### src/rtl/reset_seq_pkg.sv
// reset_seq_pkg
//  Shared definitions for the staged reset sequencer: the controller state
//  encoding and the helper that sizes the shared hold/gap/timeout counter.
package reset_seq_pkg;

  typedef enum logic [2:0] {
    ST_WAIT_LOCK = 3'd0,
    ST_HOLD      = 3'd1,
    ST_RELEASE   = 3'd2,
    ST_WAIT_ACK  = 3'd3,
    ST_GAP       = 3'd4,
    ST_RUN       = 3'd5,
    ST_FAULT     = 3'd6
  } state_e;

  // One counter serves all three waits, so it must hold the largest of them.
  function automatic int cnt_width(input int hold_cycles, input int gap_cycles,
                                   input int ack_timeout);
    int m;
    m = hold_cycles;
    if (gap_cycles > m) m = gap_cycles;
    if (ack_timeout > m) m = ack_timeout;
    return $clog2(m + 1);
  endfunction

endpackage

### src/rtl/sync_2ff.sv
// sync_2ff
//  Two-flop synchroniser for a single slow level signal crossing into clk.
//  Ports:
//    clk    in  system clock
//    rst_n  in  synchronous active-low reset, clears both flops
//    d_i    in  asynchronous level input
//    q_o    out synchronised level, two clk cycles behind d_i
module sync_2ff (
  input  logic clk,
  input  logic rst_n,
  input  logic d_i,
  output logic q_o
);

  logic meta_q;
  logic sync_q;

  // NOTE: sequential state is assigned with non-blocking (<=) so both flops
  // sample their inputs at the same edge and form a real two-stage pipeline.
  always_ff @(posedge clk) begin
    if (!rst_n) begin
      meta_q <= 1'b0;
      sync_q <= 1'b0;
    end else begin
      meta_q <= d_i;
      sync_q <= meta_q;
    end
  end

  assign q_o = sync_q;

endmodule

### src/rtl/reset_sequencer.sv
// reset_sequencer
//  Staged reset controller sitting between clock-wizard lock and the game core.
//  Waits for a stable synchronised lock, then releases NUM_STAGES reset domains
//  strictly in index order, waiting for each domain's ready ack and a short gap
//  before releasing the next. Lock loss or a soft reset request re-arms it.
//  Ports:
//    clk           in   system clock
//    rst_n         in   synchronous active-low reset
//    clock_locked  in   MMCM lock, asynchronous to clk
//    soft_rst_req  in   one-cycle user reset request (synchronous)
//    stage_ack     in   per-stage ready level after its reset is released
//    stage_rst     out  per-stage active-high reset
//    all_ready     out  every stage released and acked
//    fault         out  a stage failed to ack within ACK_TIMEOUT cycles
//    fault_stage   out  index of the stage that timed out (valid with fault)
module reset_sequencer
  import reset_seq_pkg::*;
#(
  parameter int NUM_STAGES  = 3,
  parameter int HOLD_CYCLES = 16,
  parameter int GAP_CYCLES  = 8,
  parameter int ACK_TIMEOUT = 1024
) (
  input  logic                  clk,
  input  logic                  rst_n,
  input  logic                  clock_locked,
  input  logic                  soft_rst_req,
  input  logic [NUM_STAGES-1:0] stage_ack,
  output logic [NUM_STAGES-1:0] stage_rst,
  output logic                  all_ready,
  output logic                  fault,
  output logic [2:0]            fault_stage
);

  localparam int CNT_W = cnt_width(HOLD_CYCLES, GAP_CYCLES, ACK_TIMEOUT);
  typedef logic [CNT_W-1:0] cnt_t;

  // Terminal counts: the counter starts at 0 on entry, so the last wait
  // cycle is reached at N-1.
  localparam cnt_t       HOLD_LAST = cnt_t'(HOLD_CYCLES - 1);
  localparam cnt_t       GAP_LAST  = cnt_t'(GAP_CYCLES - 1);
  localparam cnt_t       ACK_LAST  = cnt_t'(ACK_TIMEOUT - 1);
  localparam logic [2:0] IDX_LAST  = 3'(NUM_STAGES - 1);

  logic lock_s;

  sync_2ff u_lock_sync (
    .clk   (clk),
    .rst_n (rst_n),
    .d_i   (clock_locked),
    .q_o   (lock_s)
  );

  state_e                state_q, state_d;
  cnt_t                  cnt_q, cnt_d;
  logic [2:0]            idx_q, idx_d;
  logic [NUM_STAGES-1:0] stage_rst_q, stage_rst_d;
  logic                  all_ready_q, all_ready_d;
  logic                  fault_q, fault_d;
  logic [2:0]            fault_stage_q, fault_stage_d;
  logic                  ack_sel;
  cnt_t                  cnt_inc;

  assign cnt_inc = (cnt_q == '1) ? cnt_q : cnt_q + cnt_t'(1);

  always_ff @(posedge clk) begin
    if (!rst_n) begin
      state_q       <= ST_WAIT_LOCK;
      cnt_q         <= '0;
      idx_q         <= '0;
      stage_rst_q   <= '1;
      all_ready_q   <= 1'b0;
      fault_q       <= 1'b0;
      fault_stage_q <= '0;
    end else begin
      state_q       <= state_d;
      cnt_q         <= cnt_d;
      idx_q         <= idx_d;
      stage_rst_q   <= stage_rst_d;
      all_ready_q   <= all_ready_d;
      fault_q       <= fault_d;
      fault_stage_q <= fault_stage_d;
    end
  end

  // NOTE: every variable gets its hold value first so no path through the
  // case leaves one unassigned, which would otherwise infer a latch.
  always_comb begin
    state_d       = state_q;
    cnt_d         = cnt_q;
    idx_d         = idx_q;
    stage_rst_d   = stage_rst_q;
    all_ready_d   = all_ready_q;
    fault_d       = fault_q;
    fault_stage_d = fault_stage_q;

    // Only the ack of the stage currently being waited on is looked at.
    ack_sel = 1'b0;
    for (int i = 0; i < NUM_STAGES; i++) begin
      if (3'(i) == idx_q) ack_sel = stage_ack[i];
    end

    if (state_q != ST_WAIT_LOCK && !lock_s) begin
      // Lock loss outranks everything, including a simultaneous soft request.
      state_d     = ST_WAIT_LOCK;
      cnt_d       = '0;
      idx_d       = '0;
      stage_rst_d = '1;
      all_ready_d = 1'b0;
      fault_d     = 1'b0;
    end else if (state_q != ST_WAIT_LOCK && soft_rst_req) begin
      // Lock is still good, so skip the lock wait and restart the hold count.
      state_d     = ST_HOLD;
      cnt_d       = '0;
      idx_d       = '0;
      stage_rst_d = '1;
      all_ready_d = 1'b0;
      fault_d     = 1'b0;
    end else begin
      unique case (state_q)
        ST_WAIT_LOCK: begin
          stage_rst_d = '1;
          cnt_d       = '0;
          if (lock_s) state_d = ST_HOLD;
        end
        ST_HOLD: begin
          if (cnt_q == HOLD_LAST) begin
            state_d = ST_RELEASE;
            cnt_d   = '0;
            idx_d   = '0;
          end else begin
            cnt_d = cnt_inc;
          end
        end
        ST_RELEASE: begin
          for (int i = 0; i < NUM_STAGES; i++) begin
            if (3'(i) == idx_q) stage_rst_d[i] = 1'b0;
          end
          cnt_d   = '0;
          state_d = ST_WAIT_ACK;
        end
        ST_WAIT_ACK: begin
          if (ack_sel) begin
            cnt_d = '0;
            if (idx_q == IDX_LAST) begin
              state_d     = ST_RUN;
              all_ready_d = 1'b1;
            end else begin
              state_d = ST_GAP;
            end
          end else if (cnt_q == ACK_LAST) begin
            // The silent stage goes back into reset; earlier stages stay up.
            state_d       = ST_FAULT;
            fault_d       = 1'b1;
            fault_stage_d = idx_q;
            for (int i = 0; i < NUM_STAGES; i++) begin
              if (3'(i) == idx_q) stage_rst_d[i] = 1'b1;
            end
          end else begin
            cnt_d = cnt_inc;
          end
        end
        ST_GAP: begin
          if (cnt_q == GAP_LAST) begin
            state_d = ST_RELEASE;
            cnt_d   = '0;
            idx_d   = idx_q + 3'd1;
          end else begin
            cnt_d = cnt_inc;
          end
        end
        ST_RUN: begin
          stage_rst_d = '0;
          all_ready_d = 1'b1;
        end
        ST_FAULT: begin
          fault_d = 1'b1;
        end
        default: begin
          state_d     = ST_WAIT_LOCK;
          stage_rst_d = '1;
        end
      endcase
    end
  end

  assign stage_rst   = stage_rst_q;
  assign all_ready   = all_ready_q;
  assign fault       = fault_q;
  assign fault_stage = fault_stage_q;

endmodule

### config.mk
export PLATFORM = sky130hd
export DESIGN_NAME = reset_sequencer
export DESIGN_NICKNAME = d
export VERILOG_FILES = /design/src/rtl/reset_seq_pkg.sv /design/src/rtl/sync_2ff.sv /design/src/rtl/reset_sequencer.sv
export SDC_FILE = /design/constraint.sdc
export NUM_CORES = 1
export LEC_CHECK = 0
export BUFFER_PORTS_ARGS = -buffer_cell sky130_fd_sc_hd__buf_2
export CAP_MARGIN = 20
export CORE_ASPECT_RATIO = 1.5
export CORE_UTILIZATION = 58
export CTS_BUF_LIST = sky130_fd_sc_hd__clkbuf_16
export DETAILED_ROUTE_END_ITERATION = 8
export GPL_TIMING_DRIVEN = 1
export PLACE_DENSITY = 0.83
export SETUP_SLACK_MARGIN = 0.1
export SLEW_MARGIN = 10
export SYNTH_ARGS = -nofsm -noshare
export SYNTH_HDL_FRONTEND = slang
export SYNTH_SLANG_ARGS = --single-unit
### constraint.sdc
create_clock -name clk -period 2.59 [get_ports clk]
set_input_delay 0.3885 -clock clk [delete_from_list [all_inputs] [get_ports clk]]
set_output_delay 0.3885 -clock clk [all_outputs]
set_load 0.005 [all_outputs]
# After elaboration in Yosys (flattened, before gate mapping)

Cells that the tools add are included.
Widths: inputs -> output; s select.

Bits in registers: 27
Input port bits: 7
Output and inout port bits: 8
Word-level logic and storage cells: 113

Equal/unequal tests: 33
Muxes and demuxes: 35
Bitwise logic cells: 6
Add/sub/neg operators: 2
Reductions and logical operators: 25

Operators with widths:

| kind                  | count |
|---|---|
| $mux 11               | 5 |
| $pmux 11 s4           | 1 |
| $reduce_and 5->1      | 6 |
| $mux 3                | 9 |
| $ne 2x2->1 const B    | 12 |
| $pmux 3 s6            | 1 |
| $mux 1                | 15 |
| $ne 3x3->1 const B    | 4 |
| $pmux 3 s4            | 1 |
| $add 11x1->11 const B | 1 |
| $eq 11x10->1 const B  | 1 |
| $eq 11x11->1 const B  | 1 |
| $eq 11x3->1 const B   | 1 |
| $eq 11x4->1 const B   | 1 |
| $eq 3x2->1 const B    | 3 |
| $eq 3x3->1 const B    | 3 |
| $reduce_and 3->1      | 3 |
| $logic_not 3->1       | 2 |
| $not 1->1             | 6 |
| $pmux 3 s2            | 1 |
| $reduce_bool 2->1     | 3 |
| $reduce_or 2->1       | 3 |
| $reduce_or 3->1       | 2 |
| $ne 2x1->1 const B    | 2 |
| other kinds (12)      | 14 |

# Longest topological paths before layout

Word-level depth: 7
Depth in mapped cells: 8
Depth with buffers taken out: 8

# Modules after synthesis

From an unflattened synthesis, not the netlist that was laid out.

Cell total of the unflattened synthesis: 199
Area total of the unflattened synthesis: 1681.6 µm²

By module, submodules not included:

| module          | instances | cells an instance | area each (µm²) |
|---|---|---|---|
| reset_sequencer | 1         | 195               | 1629.1 |
| sync_2ff        | 1         | 4                 | 52.6 |

# Worst setup path after synthesis

OpenSTA, ideal clock, no wires.

Path kind: reg2reg
From: register idx_q[0]
To: register cnt_q[6]
Period minus slack after synthesis: 2.199 ns
Stages on the path, launching flop included: 9
Library setup time: 0.058 ns
Slack: 0.391 ns
Path buffers: 0
Arrival time: 2.141 ns
Cell sequence: dfxtp_1 -> inv_1 -> ha_1 -> nor2b_1 -> a32o_1 -> or3_1 -> a21o_1 -> a2111oi_0 -> a21o_1

Longest elaborated chain between the ends: 6
Elaborated cells on any way between the ends: 10
Classes of those cells: eq/ne (3); mux (5); reduce/logical (2)

RTL lines:

| what                                            | line                   | RTL |
|---|---|---|
| start: declaration                              | reset_sequencer.sv:56  | `logic [2:0] idx_q, idx_d;` |
| start signal: assignment                        | reset_sequencer.sv:78  | `idx_q <= idx_d;` |
| $logic_not 3->1                                 | reset_sequencer.sv:100 | `if (3'(i) == idx_q) ack_sel = stage_ack[i];` |
| $mux 1 (2 in a row)                             | reset_sequencer.sv:100 |  |
| $mux 1 *                                        | reset_sequencer.sv:100 |  |
| $mux 11 or $ne 3x3->1 (tied branches)           | --                     |  |
| $pmux 11 s4 or $reduce_and 2->1 (tied branches) | --                     |  |
| end signal: assignment                          | reset_sequencer.sv:77  | `cnt_q <= cnt_d;` |
| end: declaration                                | reset_sequencer.sv:55  | `cnt_t cnt_q, cnt_d;` |

Every way passes the cells marked *; elsewhere a longest branch is shown, timed or not.
A chain may end at the register's enable or synchronous reset.

# Final worst setup path

Same ends and word-level chain as after synthesis.

==> metrics.md <==
| Metric | Value |
|---|---|
| Status | `completed` |
| Clock slew seen by the registers of the worst setup and hold paths | `about 0.060 ns` |
| CTS H-tree depth | `1` |
| Post-Syn Instances | `207` |
| Synthesized area | `1640 um2` |
| EDFF count, synth | `0` |
| Rel. slew slack | `0.636` |
| Crit-path max FO | `6` |
| Max Freq | `410 MHz` |
| Bufs on Longest Clock Path | `2` |
| Routed WL | `roughly 4000 um` |
| Setup crit end | `cnt_q[6]` |
| Clk_lat worst skew | `0.26 ns` |
| Site row count | `23` |
| Worst flop-to-flop path startpoint | `idx_q[0]` |
| Clock skew | `0.00416 ns` |
| Worst path required time | `2.80 ns` |
| Final GP Congestion | `0.930` |
| Initial antenna violation count | `0` |
| Yosys reg bits | `27` |
| Worst setup EP type | `register` |
| R2r setup slk | `0.15 ns` |
| Setup Viol. Count Final | `0` |
| GRT overflow | `0` |
| Critical setup path kind | `register to register` |
| R2R Path End | `cnt_q[6]` |
| Die width | `45.5 um` |
| Multi-input gate area | `between 1000 and 1500 um2` |
| Hold Crit Class | `input pin to register` |
| Total CTS buffers | `3` |
| Area share of the largest cell type after synthesis | `0.329` |
| DP Worst Slack | `0.151 ns` |
| Via/cell ratio | `a little over 6` |
| First-pass GRT wire length | `6500 um` |
| Area of the die | `3050 um2` |
| Hold slack | `0.332 ns` |
| Post-synth top cells | `dfxtp_1, nor2_1, o21ai_0` |
| CTS tree | `built` |
| Cells after DPL | `257` |
| Largest net degree at the start of global routing | `20` |
| Initial Util | `0.614` |
| Die height | `67.2 um` |
| Synthesized net count | `219` |
| Area leader, netlist | `dfxtp_1` |
| Top cells by area in the synthesized netlist | `dfxtp_1, nor2_1, o21ai_0, ha_1, mux2i_1` |
| Final Hold Vio Count | `0` |
| Clk root buf | `clkbuf_16` |
| Vias in the first global route | `1439` |
| Slew Viols, Final | `0` |
| Total number of yosys warnings | `0` |
| Worst EP arrival | `roughly 2.7 ns` |
| Final WS setup | `0.148 ns` |
| PD cells | `500 nW/um2` |
| Non-filler cells, final | `262` |
| Ratio of final minimum period to clock period | `0.943` |
| Yosys cell types | `48` |
| Static leakage | `around 0.0007 uW` |
| DP HPWL | `2990 um` |
| Area growth from synthesis to layout | `12.9%` |
| Main synth FF type | `dfxtp_1` |
| Vias | `1602` |
| First-pass DRT Iterations | `4` |
| FFs w/ async S/R, synth | `0` |
| Seq. cell area | `about 540 um2` |
| Final antenna-violating net count | `0` |
| Peak supply drop | `around 350 uV` |
| Max cap viols | `0` |
| Gr usage total | `0.291` |
| Final nets | `around 240` |
| Worst slew pin tran | `0.540 ns` |
| R2R cell count | `8` |
| WL/cell | `15.3 um` |
| Most common cell in the netlist | `dfxtp_1` |
| Crit path from | `idx_q[0]` |
| Clock sinks | `27` |
| Diode count | `0` |
| DR iter-0 viols | `63` |
| Ratio of cells with drive above 1 in the final layout | `0.138` |
| Ports | `15` |
| Sequential-to-total area share from yosys stat | `0.329` |
| Min Tclk post-route | `2.44 ns` |
| RSZ-0062 raised after global routing | `yes` |
| Drt drc | `0` |
| IO Port Bufs | `14` |
| Crit path launch type | `register` |
| Core ar. | `2680 um2` |
| Average size of a mapped cell | `7.94 um2` |
| Setup TNS | `0 ns` |
| Filler cells | `226` |
## cell usage in the layout (no fill, tap or decap), types with 2 or more instances in the layout
| master | count |
|---|---|
| a211oi_1 | 2 |
| a21o_1 | 2 |
| a21oi_1 | 8 |
| a31oi_1 | 2 |
| a32o_1 | 2 |
| and2_1 | 3 |
| buf_2 | 14 |
| buf_4 | 6 |
| clkbuf_16 | 3 |
| dfxtp_1 | 27 |
| ha_1 | 5 |
| inv_1 | 11 |
| mux2i_1 | 6 |
| nand2_1 | 15 |
| nand2b_1 | 3 |
| nand3_1 | 9 |
| nand4_1 | 5 |
| nor2_1 | 25 |
| nor2b_1 | 8 |
| nor3_1 | 6 |
| nor4_1 | 4 |
| o211ai_1 | 3 |
| o21a_1 | 5 |
| o21ai_0 | 15 |
| o21ai_1 | 3 |
| o31ai_1 | 2 |
| or2_1 | 2 |
| or2_2 | 4 |
| xnor2_1 | 5 |
## stage by stage
stage	power, uW	utilization	area [um2]
2_1_floorplan	537	-	1640
3_3_place_gp	580	0.660	1770
3_5_place_dp	584	0.660	1770
4_1_cts	926	0.690	1850
5_1_grt	964	0.693	1850
6_report	928	0.693	1850
## where the power goes
part           switching, uW  internal, uW
registers               14.3           426
logic                   84.9          56.8
clock network            140           207
## kinds of logic after synthesis
family,after synthesis,share of synthesized area
XOR/XNOR,5,0.0267
adder cells (fa/ha/maj),5,0.0381
AO/OA/AOI/OAI,58,0.246
AND/OR/NAND/NOR,90,0.283
multiplexers,6,0.0366
buffers and inverters,16,0.0411
flip-flops,27,0.329
## worst max-delay path: stages (launching register included)
cell and delay [ns]:
dfxtp_1 0.42, inv_1 0.09, ha_1 0.23, nor2b_1 0.17, a32o_1 0.28, or3_1 0.44
a21o_1 0.24, a2111oi_1 0.39, a21o_1 0.12
## state kept, by name (all words and copies together) (netlist names)
register / cells
stage_rst: 3
state_q: 3
u_lock_sync.q_o: 1
fault_stage: 3
u_lock_sync.meta_q: 1
fault: 1
all_ready: 1
cnt_q: 11
idx_q: 3
## area by class of cell
type	instances	share of cell area
clock buffers	3	0.0405
clock inverters	1	0.00202
inverters	10	0.0202
multi-input cells	164	0.559
flip-flops and latches	27	0.291
well taps	37	0.0250
repair buffers	20	0.0621
## how the worst min path moves through the flow
stage | startpoint | endpoint | slack (ns) | cells after the start
after global routing | clock_locked | u_lock_sync.meta_q | 0.34 | 2
after CTS | clock_locked | u_lock_sync.meta_q | 0.33 | 2
after floorplan | u_lock_sync.meta_q | u_lock_sync.q_o | 0.41 | 1
after global placement | u_lock_sync.meta_q | u_lock_sync.q_o | 0.41 | 1
after detailed placement | u_lock_sync.meta_q | u_lock_sync.q_o | 0.42 | 1
final | clock_locked | u_lock_sync.meta_q | 0.33 | 2
## per-layer routing
metal,part of all wire,up-vias,GRT usage
met4,0.029,0,0.167
met3,0.044,11,0.0642
met1,0.42,731,0.332
met2,0.51,67,0.484
met5,0,-,0
li1,-,793,-
## timing repair
action | CTS | global route
resized for setup | 0 | 3
endpoints found under the hold margin | 0 | 0
hold buffers | 0 | 0
endpoints found under the setup margin | 0 | 16
buffers inserted | 0 | 1
(Power assumes the default switching activity.)
